**config.mk**
```make
export PLATFORM = sky130hd
export DESIGN_NAME = nes_joypad_responder
export DESIGN_NICKNAME = d
export VERILOG_FILES = /design/src/rtl/nes_joypad_responder.sv
export SDC_FILE = /design/constraint.sdc
export NUM_CORES = 1
export LEC_CHECK = 0
export ABC_CLOCK_PERIOD_IN_PS = 1800
export BUFFER_PORTS_ARGS = -buffer_cell sky130_fd_sc_hd__clkbuf_2
export CORE_MARGIN = 8
export CORE_UTILIZATION = 30
export DETAILED_ROUTE_END_ITERATION = 8
export PLACE_DENSITY = 0.55
export RECOVER_POWER = 100
export SLEW_MARGIN = 20
export SYNTH_ARGS = -nofsm -noshare
export SYNTH_HDL_FRONTEND = slang
export SYNTH_SLANG_ARGS = --single-unit
```
**constraint.sdc**
```tcl
create_clock -name CLK -period 1.8 [get_ports CLK]
set_input_delay 0.45 -clock CLK [delete_from_list [all_inputs] [get_ports CLK]]
set_output_delay 0.45 -clock CLK [all_outputs]
set_load 0.02 [all_outputs]
```
**src/rtl/nes_joypad_responder.sv**
```systemverilog
// NES joypad / Four Score responder. Latches the parallel button state while
// the strobe is high and advances a per-port serial stream on each completed
// read pulse (rising edge of the active-low enable).
module nes_joypad_responder #(
  parameter int unsigned SYNC_STAGES = 2
) (
  input  logic       CLK,
  input  logic       RES,
  input  logic       OUT0,
  input  logic       n_IN0,
  input  logic       n_IN1,
  input  logic       FS_EN,
  input  logic [7:0] PAD1,
  input  logic [7:0] PAD2,
  input  logic [7:0] PAD3,
  input  logic [7:0] PAD4,
  output logic       SER0,
  output logic       SER1
);

  localparam int unsigned SrWidth = 24;
  localparam logic [4:0]  CntMax  = 5'd24;

  logic [SYNC_STAGES-1:0] strobe_sync_q;
  logic [SYNC_STAGES-1:0] in0_sync_q;
  logic [SYNC_STAGES-1:0] in1_sync_q;
  logic                   in0_prev_q;
  logic                   in1_prev_q;

  logic [1:0][SrWidth-1:0] sr_q, sr_d;
  logic [1:0][SrWidth-1:0] load_val;
  logic [1:0][4:0]         cnt_q, cnt_d;
  logic [1:0]              ser_q;
  logic [1:0]              shift;
  logic                    load;

  // Synchronizers plus edge-detect history; enables idle high so reset release
  // never looks like a completed read pulse.
  always_ff @(posedge CLK) begin
    if (RES) begin
      strobe_sync_q <= '0;
      in0_sync_q    <= '1;
      in1_sync_q    <= '1;
      in0_prev_q    <= 1'b1;
      in1_prev_q    <= 1'b1;
    end else begin
      strobe_sync_q <= {strobe_sync_q[SYNC_STAGES-2:0], OUT0};
      in0_sync_q    <= {in0_sync_q[SYNC_STAGES-2:0], n_IN0};
      in1_sync_q    <= {in1_sync_q[SYNC_STAGES-2:0], n_IN1};
      in0_prev_q    <= in0_sync_q[SYNC_STAGES-1];
      in1_prev_q    <= in1_sync_q[SYNC_STAGES-1];
    end
  end

  // Load and shift qualifiers; a read edge during load is dropped.
  always_comb begin
    load     = strobe_sync_q[SYNC_STAGES-1];
    shift[0] = in0_sync_q[SYNC_STAGES-1] & ~in0_prev_q & ~load;
    shift[1] = in1_sync_q[SYNC_STAGES-1] & ~in1_prev_q & ~load;
    // Four Score appends an adapter signature after the two pad bytes.
    load_val[0] = FS_EN ? {8'b0000_1000, PAD3, PAD1} : {16'hFFFF, PAD1};
    load_val[1] = FS_EN ? {8'b0000_0100, PAD4, PAD2} : {16'hFFFF, PAD2};
  end

  // Next-state of both shift registers and read counters.
  always_comb begin
    sr_d  = sr_q;
    cnt_d = cnt_q;
    for (int p = 0; p < 2; p++) begin
      if (load) begin
        sr_d[p]  = load_val[p];
        cnt_d[p] = 5'd0;
      end else if (shift[p]) begin
        sr_d[p] = {1'b1, sr_q[p][SrWidth-1:1]};
        if (cnt_q[p] != CntMax) begin
          cnt_d[p] = cnt_q[p] + 5'd1;
        end
      end
    end
  end

  // Stream state and registered serial outputs.
  always_ff @(posedge CLK) begin
    if (RES) begin
      sr_q  <= '0;
      cnt_q <= '0;
      ser_q <= '0;
    end else begin
      sr_q  <= sr_d;
      cnt_q <= cnt_d;
      ser_q <= {sr_d[1][0], sr_d[0][0]};
    end
  end

  assign SER0 = ser_q[0];
  assign SER1 = ser_q[1];

endmodule

```
======== Word-level counts from Yosys, hierarchy flattened ========
Cells that the tools add are included.
cells by class
  order comparisons ....................... 0
  divide/modulo/power cells ............... 0
  multiply operators ...................... 0
  $add $sub $neg .......................... 0
  equality and inequality tests ........... 0
  shift operators ......................... 0
  mux-type cells .......................... 6
  bitwise gates (word level) .............. 7
  reduce and logical (&&, ||, !) cells .... 2
operator list
  operator            count
  2-to-1 mux 24 bit   6
  AND 1 bit           4
  nonzero test 2 bit  2
  NOT 1 bit           3
storage, ports and cells
  word-level logic and storage cells ...... 25
  memories ................................ 0
  output and inout bits ................... 2
  bits in writable memories ............... 0
  input bits .............................. 38
  register bits ........................... 58
  latch bits .............................. 0
  ROM bits ................................ 0

======== Depth between registers and ports, before layout ========
Gate-level depths: netlist of the first run.
  word-level depth ........................ 5
  depth in mapped cells ................... 5
  gate-level depth less buffers ........... 3

======== Worst setup path after synthesis of the first run ========
Ideal clock, no wire load.
  path kind ............................... reg2reg
  start point ............................. register strobe_sync_q[1]
  end point ............................... register sr_q[35] (netlist bit)
  clock period less this slack ............ 1,126 ps
  setup time .............................. 135 ps
  slack ................................... 674 ps
  data required time ...................... 1,665 ps
  arrival ................................. 991 ps
  stages on the path, launching flop included .. 6
  buffers on the path ..................... 3
  path through ............................ dfxtp_1 buf_4 buf_4 buf_4 nor3_1 nor4_2
on the way
  longest elaborated chain between the ends .. 3
  elaborated cells on any way between the ends .. 4
  those cells by class .................... 1 x mux; 2 x bitwise; 1 x reduce/logical
RTL lines
  item                                 RTL line  text
  from (decl)                          24        logic [SYNC_STAGES-1:0] strobe_sync_q;
  from (signal assigned)               47        strobe_sync_q <= {strobe_sync_q[SYNC_STAGES-2:0], OUT0};
  NOT 1 bit                            59        shift[1] = in1_sync_q[SYNC_STAGES-1] & ~in1_prev_q & ~load;
  AND 1 bit                            59
  nonzero test 2 bit (no source line)  --
  to (signal assigned)                 89        sr_q <= sr_d;
  to (decl)                            30        logic [1:0][SrWidth-1:0] sr_q, sr_d;
Parallel ways exist; a longest one is shown, timed or not.
A chain may end at the register's enable or synchronous reset.

======== Final worst setup path of the first run ========
  start point ............................. register strobe_sync_q[1]
  end point ............................... register sr_q[16] (netlist bit)
on the way
  longest elaborated chain between the ends .. 3
  elaborated cells on any way between the ends .. 4
  those cells by class .................... 1 x mux; 2 x bitwise; 1 x reduce/logical
RTL lines
  item                                 RTL line  text
  NOT 1 bit                            58        shift[0] = in0_sync_q[SYNC_STAGES-1] & ~in0_prev_q & ~load;
  AND 1 bit                            58
  nonzero test 2 bit (no source line)  --
Parallel ways exist; a longest one is shown, timed or not.

==> flow_metrics.py, run 1 <==
metrics = {
    "detailed_routing": {
        "drc": 0,
        "first_iter_violations": 50,
        "met3_length_um": 189,
        "firstDrtPassIters": 4,
        "vias": 1946,
        "wl_per_cell_um": 12.9,
        "vias_per_cell": 4.82,
        "drt_wl_total_um": 5190,
        "routed.top_layer": "met4",
        "antenna_left": 0,
        "dr_wl_met2_um": 2380,
        "wl_met1_um": 2550,
    },
    "sta": {
        "setup_tns_ns": 0,
        "skew_ns": 0.00384,
        "fmax_ghz": 0.658,
        "finalHoldViolations": 0,
        "period_share_pct": 84.4,
        "slew_headroom_pct": 40.8,
        "timing.final.ws_setup_ns": 0.281,
        "setup_violations": 0,
        "tightest_slew_ns": 0.888,
        "holdWs_ns": 0.320,
        "slew_viol_final": 0,
        "fin_crit_ns": 1.52,
        "rsz0062_at_grt": "false",
    },
    "synth": {
        "ys_ff_latch": 56,
        "synth_top_area_share_pct": 46.0,
        "netlist_top_cells_area": "dfxtp_1, nor3_1, a2111oi_2",
        "syn_nets": 306,
        "synth_top_area_cell": "dfxtp_1",
        "synthDistinctLibCells": 19,
        "netlist_instances": 268,
        "yosysWarnings": 0,
        "synthesis.area_mm2": 0.00244,
        "synth_area_per_cell_um2": 9.09,
        "synth-seq-area-share_pct": 46.0,
    },
    "worst_setup_path": {
        "path_max_fanout": 22,
        "worstSetupStartpointType": "flip-flop",
        "rr_endpoint": "sr_q[16]",
        "criticalPathCategory": "flip-flop to flip-flop",
        "crit_slowest_cell": "dfxtp_4",
        "worstPathRequired_ns": 1.98,
        "regToRegSetupSlack_ns": 0.28,
        "timing.rr.start": "strobe_sync_q[1]",
        "slowest_delay_ns": 0.50,
        "r2r_cells": 3,
        "cp.arrival_ns": 1.70,
        "crit_chain": "nand2_2, nand2b_1, nor3_1",
        "endpoint_kind": "flip-flop",
    },
    "power": {
        "vdd_drop_max_v": 0.000395,
        "leakage_uw": 0.00107,
        "power_density_mw_per_mm2": 901,
        "p_total_uw": 2480,
    },
    "run": {
        "cap_viol_max_count": 0,
    },
    "floorplan": {
        "coreArea_mm2": 0.00805,
        "die_w_um": 106,
        "rows": 33,
        "num_io_pins": 40,
        "initial_core_util_pct": 30.3,
        "die_area_mm2": 0.0113,
        "chipHeight_um": 106,
    },
    "cts": {
        "cts_hold_buffers": 0,
        "insertion_delay_ns": 0.31,
        "clk_pin_slew_worst_paths_ns": 0.10,
        "clk_path_buf_depth": 2,
        "cts_resized": 0,
        "cts_root_buf": "clkbuf_8",
        "cts_tree": "yes",
        "cts_setup_buffers": 0,
        "h-tree-depth": 2,
        "cts_made_buffers": 5,
        "cts_sinks": 56,
    },
    "global_route": {
        "grtUsageTotal_pct": 9.48,
        "grt_max_degree": 32,
        "grt_pass1_wl_um": 8940,
        "antenna_found_initial": 0,
        "grt_pass1_vias": 1957,
        "overflow": 0,
    },
    "worst_hold_path": {
        "min_from": "n_IN0",
        "hold_end": "in0_sync_q[0]",
        "hp-class": "input pin to flip-flop",
        "whs_path_depth": 2,
    },
    "layout": {
        "final_common_cell": "nor3_1",
        "drive_gt1_share_pct": 27.1,
        "layout_common_cells": "nor3_1, dfxtp_1, clkbuf_2",
        "antenna-diode-count": 0,
        "synthToLayoutAreaGrowth_pct": 12.9,
        "nets": 336,
    },
    "placed_design": {
        "port_buffers": 39,
        "gp_congestion": 0.681,
        "dpl.hpwl_um": 3630,
        "dp_slack_ns": 0.349,
    },
    "status": {
        "outcome": "complete, no violations",
    },
}
power by group:
| group | internal [uW] | switching [uW] | leakage (uW) |
|---|---|---|---|
| clock network | 412 | 413 | 0.0000541 |
| logic | 136 | 149 | 0.000559 |
| registers | 1320 | 46.4 | 0.000461 |
critical path, delay by kind of cell, from the launching register on:
family,cells,cell delay [ns]
flip-flops,1,0.50
AND/OR/NAND/NOR,3,0.89
registers in the layout, summed over array words and instances, names as in the netlist:
register and count:
sr_q 47, in0_sync_q 2, in1_sync_q 2, strobe_sync_q 2, in0_prev_q 1, in1_prev_q 1
ser_q 1
layout make-up:
cell class | count | area [um^2]
fillers | 879 | 5300
well taps | 105 | 131
flip-flops and latches | 56 | 1120
clock inverters | 3 | 42.5
inverters | 15 | 56.3
multi-input cells | 169 | 1050
clock buffers | 5 | 68.8
repair buffers | 51 | 282
through the flow:
step                      util (%)  instance area (um^2)  instances
after CTS                     34.9                  2810        404
final                         34.2                  2750        404
after detailed placement      33.5                  2700        396
after floorplan                  -                  2440        268
after global placement        33.5                  2700        396
after global routing          34.2                  2750        404
cells by family (layout without fill, tap and decap cells):
group | Yosys count | count (layout) | synth area share [%]
AO/OA/AOI/OAI | 23 | 23 | 11.6
flip-flops | 56 | 56 | 46.0
buffers and inverters | 43 | 74 | 9.39
AND/OR/NAND/NOR | 146 | 146 | 33.0
routing by layer:
metal / vias to the layer above / global-route usage, %
met5: - / 0
met4: 0 / 3.92
met3: 5 / 2.18
met2: 36 / 15.9
met1: 888 / 11.4
li1: 1017 / -
how the worst max path moves through the flow:
stage	startpoint	to
global route	strobe_sync_q[1]	sr_q[21]
finish	strobe_sync_q[1]	sr_q[16]
global placement	FS_EN	sr_q[45]
floorplan	strobe_sync_q[1]	sr_q[35]
CTS	strobe_sync_q[1]	sr_q[16]
detailed placement	FS_EN	sr_q[45]
cell usage after synthesis (all sizes together):
cell type  number
clkbuf          2
a21oi           1
nand2           1
buf            26
or2             6
nor4           15
nor2           21
a2111oi        17
dfxtp          56
nor3           95
nor2b           5
inv            15
nand2b          3
a211oi          5
(Power assumes the default switching activity.)
==> run 2, diff against run 1 <==
--- a/config.mk
+++ b/config.mk
@@ -5,7 +5,7 @@
 export SDC_FILE = /design/constraint.sdc
 export NUM_CORES = 1
 export LEC_CHECK = 0
-export ABC_CLOCK_PERIOD_IN_PS = 1800
+export ABC_CLOCK_PERIOD_IN_PS = 1450
 export BUFFER_PORTS_ARGS = -buffer_cell sky130_fd_sc_hd__clkbuf_2
 export CORE_MARGIN = 8
 export CORE_UTILIZATION = 30
==> constraint.sdc (replaced) <==
create_clock -name CLK -period 1.45 [get_ports CLK]
set_input_delay 0.3625 -clock CLK [delete_from_list [all_inputs] [get_ports CLK]]
set_output_delay 0.3625 -clock CLK [all_outputs]
set_load 0.02 [all_outputs]
==> run 2 against run 1 <==
Effect of this change: clock skew increased by 0.0023 ns; non-clock buffer count up 7; via count rose by 0.72%; wire length fell by 0.31%; critical endpoint is now sr_q[18]; highest routed layer unchanged.
==> flow_metrics.py, run 2 (same netlist as run 1, synthesis figures left out) <==
metrics = {
    "floorplan": {
        "coreArea_mm2": 0.00805,
        "die_w_um": 106,
        "die_area_mm2": 0.0113,
        "num_io_pins": 40,
        "initial_core_util_pct": 30.3,
        "chipHeight_um": 106,
        "rows": 33,
    },
    "cts": {
        "cts_sinks": 56,
        "insertion_delay_ns": 0.30,
        "cts_made_buffers": 5,
        "cts_tree": "yes",
        "h-tree-depth": 2,
        "cts_setup_buffers": 0,
        "clk_path_buf_depth": 2,
        "cts_root_buf": "clkbuf_8",
        "cts_resized": 0,
        "cts_hold_buffers": 0,
        "clk_pin_slew_worst_paths_ns": 0.09,
    },
    "worst_setup_path": {
        "criticalPathCategory": "flip-flop to flip-flop",
        "path_max_fanout": 31,
        "crit_slowest_cell": "dfxtp_4",
        "endpoint_kind": "flip-flop",
        "cp.arrival_ns": 1.51,
        "timing.rr.start": "strobe_sync_q[1]",
        "worstPathRequired_ns": 1.65,
        "slowest_delay_ns": 0.60,
        "crit_family": "flip-flops",
        "regToRegSetupSlack_ns": 0.13,
        "r2r_cells": 4,
        "crit_chain": "nand2_4, nand2b_1, clkbuf_2, nor3_1",
        "worstSetupStartpointType": "flip-flop",
        "critical_path_buf_inv_count": 1,
        "rr_endpoint": "sr_q[18]",
    },
    "layout": {
        "antenna-diode-count": 0,
        "layout_common_cells": "nor3_1, dfxtp_1, clkbuf_2",
        "regMostFlops": "sr_q",
        "drive_gt1_share_pct": 29.5,
        "nets": 343,
        "final_common_cell": "nor3_1",
        "largest_reg_flops": 47,
        "synthToLayoutAreaGrowth_pct": 16.1,
    },
    "sta": {
        "slew_headroom_pct": 51.0,
        "tightest_slew_ns": 0.735,
        "setup_violations": 0,
        "rsz0062_at_grt": "false",
        "fmax_ghz": 0.760,
        "finalHoldViolations": 0,
        "skew_ns": 0.00615,
        "slew_viol_final": 0,
        "setup_tns_ns": 0,
        "fin_crit_ns": 1.32,
        "holdWs_ns": 0.244,
        "period_share_pct": 90.8,
    },
    "detailed_routing": {
        "first_iter_violations": 66,
        "drt_wl_total_um": 5180,
        "vias": 1960,
        "antenna_left": 0,
        "met3_length_um": 260,
        "dr_wl_met2_um": 2440,
        "vias_per_cell": 4.78,
        "firstDrtPassIters": 4,
        "routed.top_layer": "met4",
        "wl_met1_um": 2410,
        "wl_per_cell_um": 12.6,
        "drc": 0,
    },
    "global_route": {
        "grt_max_degree": 32,
        "antenna_found_initial": 0,
        "overflow": 0,
        "grt_pass1_wl_um": 9090,
        "grt_pass1_vias": 2022,
        "grtUsageTotal_pct": 9.57,
    },
    "worst_hold_path": {
        "min_from": "n_IN1",
        "hp-class": "input pin to flip-flop",
        "whs_path_depth": 2,
        "hold_end": "in1_sync_q[0]",
    },
    "run": {
        "cap_viol_max_count": 0,
    },
    "placed_design": {
        "dpl.hpwl_um": 3750,
        "gp_congestion": 0.696,
        "port_buffers": 39,
    },
    "status": {
        "outcome": "complete, no violations",
    },
    "power": {
        "vdd_drop_max_v": 0.000458,
        "power_density_mw_per_mm2": 1020,
        "leakage_uw": 0.00112,
    },
}
-- run 2: changes by cell type in the layout (fill, tap and decap cells not counted) --
cell and delta:
a2111oi_0 -6, a2111oi_1 +4, a2111oi_2 +2, buf_12 +3, buf_4 +2, bufinv_16 -1
clkbuf_2 +3, clkinvlp_4 -1, nand2_2 -1, nand2_4 +1, nor2b_1 -1, nor2b_2 +1
-- run 2: area by class of cell --
type	instances	area, um^2
Clock buffer	6	72.6
Clock inverter	1	5.00
Fill cell	860	5220
Inverter	15	56.3
Multi-Input combinational cell	169	1070
Sequential cell	56	1120
Tap cell	105	131
Timing Repair Buffer	58	368
-- run 2: how the worst max path moves through the flow --
stage | start | endpoint | cells past startpoint | slack, ns
5_1_grt | strobe_sync_q[1] | sr_q[18] | 4 | 0.02
3_3_place_gp | strobe_sync_q[1] | sr_q[43] | 4 | 0.20
2_1_floorplan | strobe_sync_q[1] | sr_q[35] | 5 | 0.32
6_report | strobe_sync_q[1] | sr_q[18] | 4 | 0.13
4_1_cts | in1_sync_q[1] | sr_q[25] | 4 | 0.1
3_5_place_dp | in1_sync_q[1] | sr_q[25] | 4 | 0.12
-- run 2: metal layers --
layer  vias up  GRT usage, %
li1       1035             -
met1       888          11.1
met2        31          16.4
met3         6          2.60
met4         0          3.62
met5         -             0
-- run 2: where the power goes --
part / internal, uW / switching (uW)
Combinational: 189 / 192
Sequential: 1640 / 62.7
Clock: 330 / 464
-- run 2: through the flow --
stage | instance area (um^2) | util [%] | setup slack [ns] | std cells | power, uW
global placement | 2800 | 34.8 | 0.201 | 403 | 2140
detailed placement | 2800 | 34.8 | 0.115 | 403 | 2150
floorplan | 2440 | - | 0.324 | 268 | 2010
global route | 2830 | 35.2 | 0.0205 | 410 | 3040
CTS | 2880 | 35.8 | 0.0956 | 410 | 2950
finish | 2830 | 35.2 | 0.134 | 410 | 2880
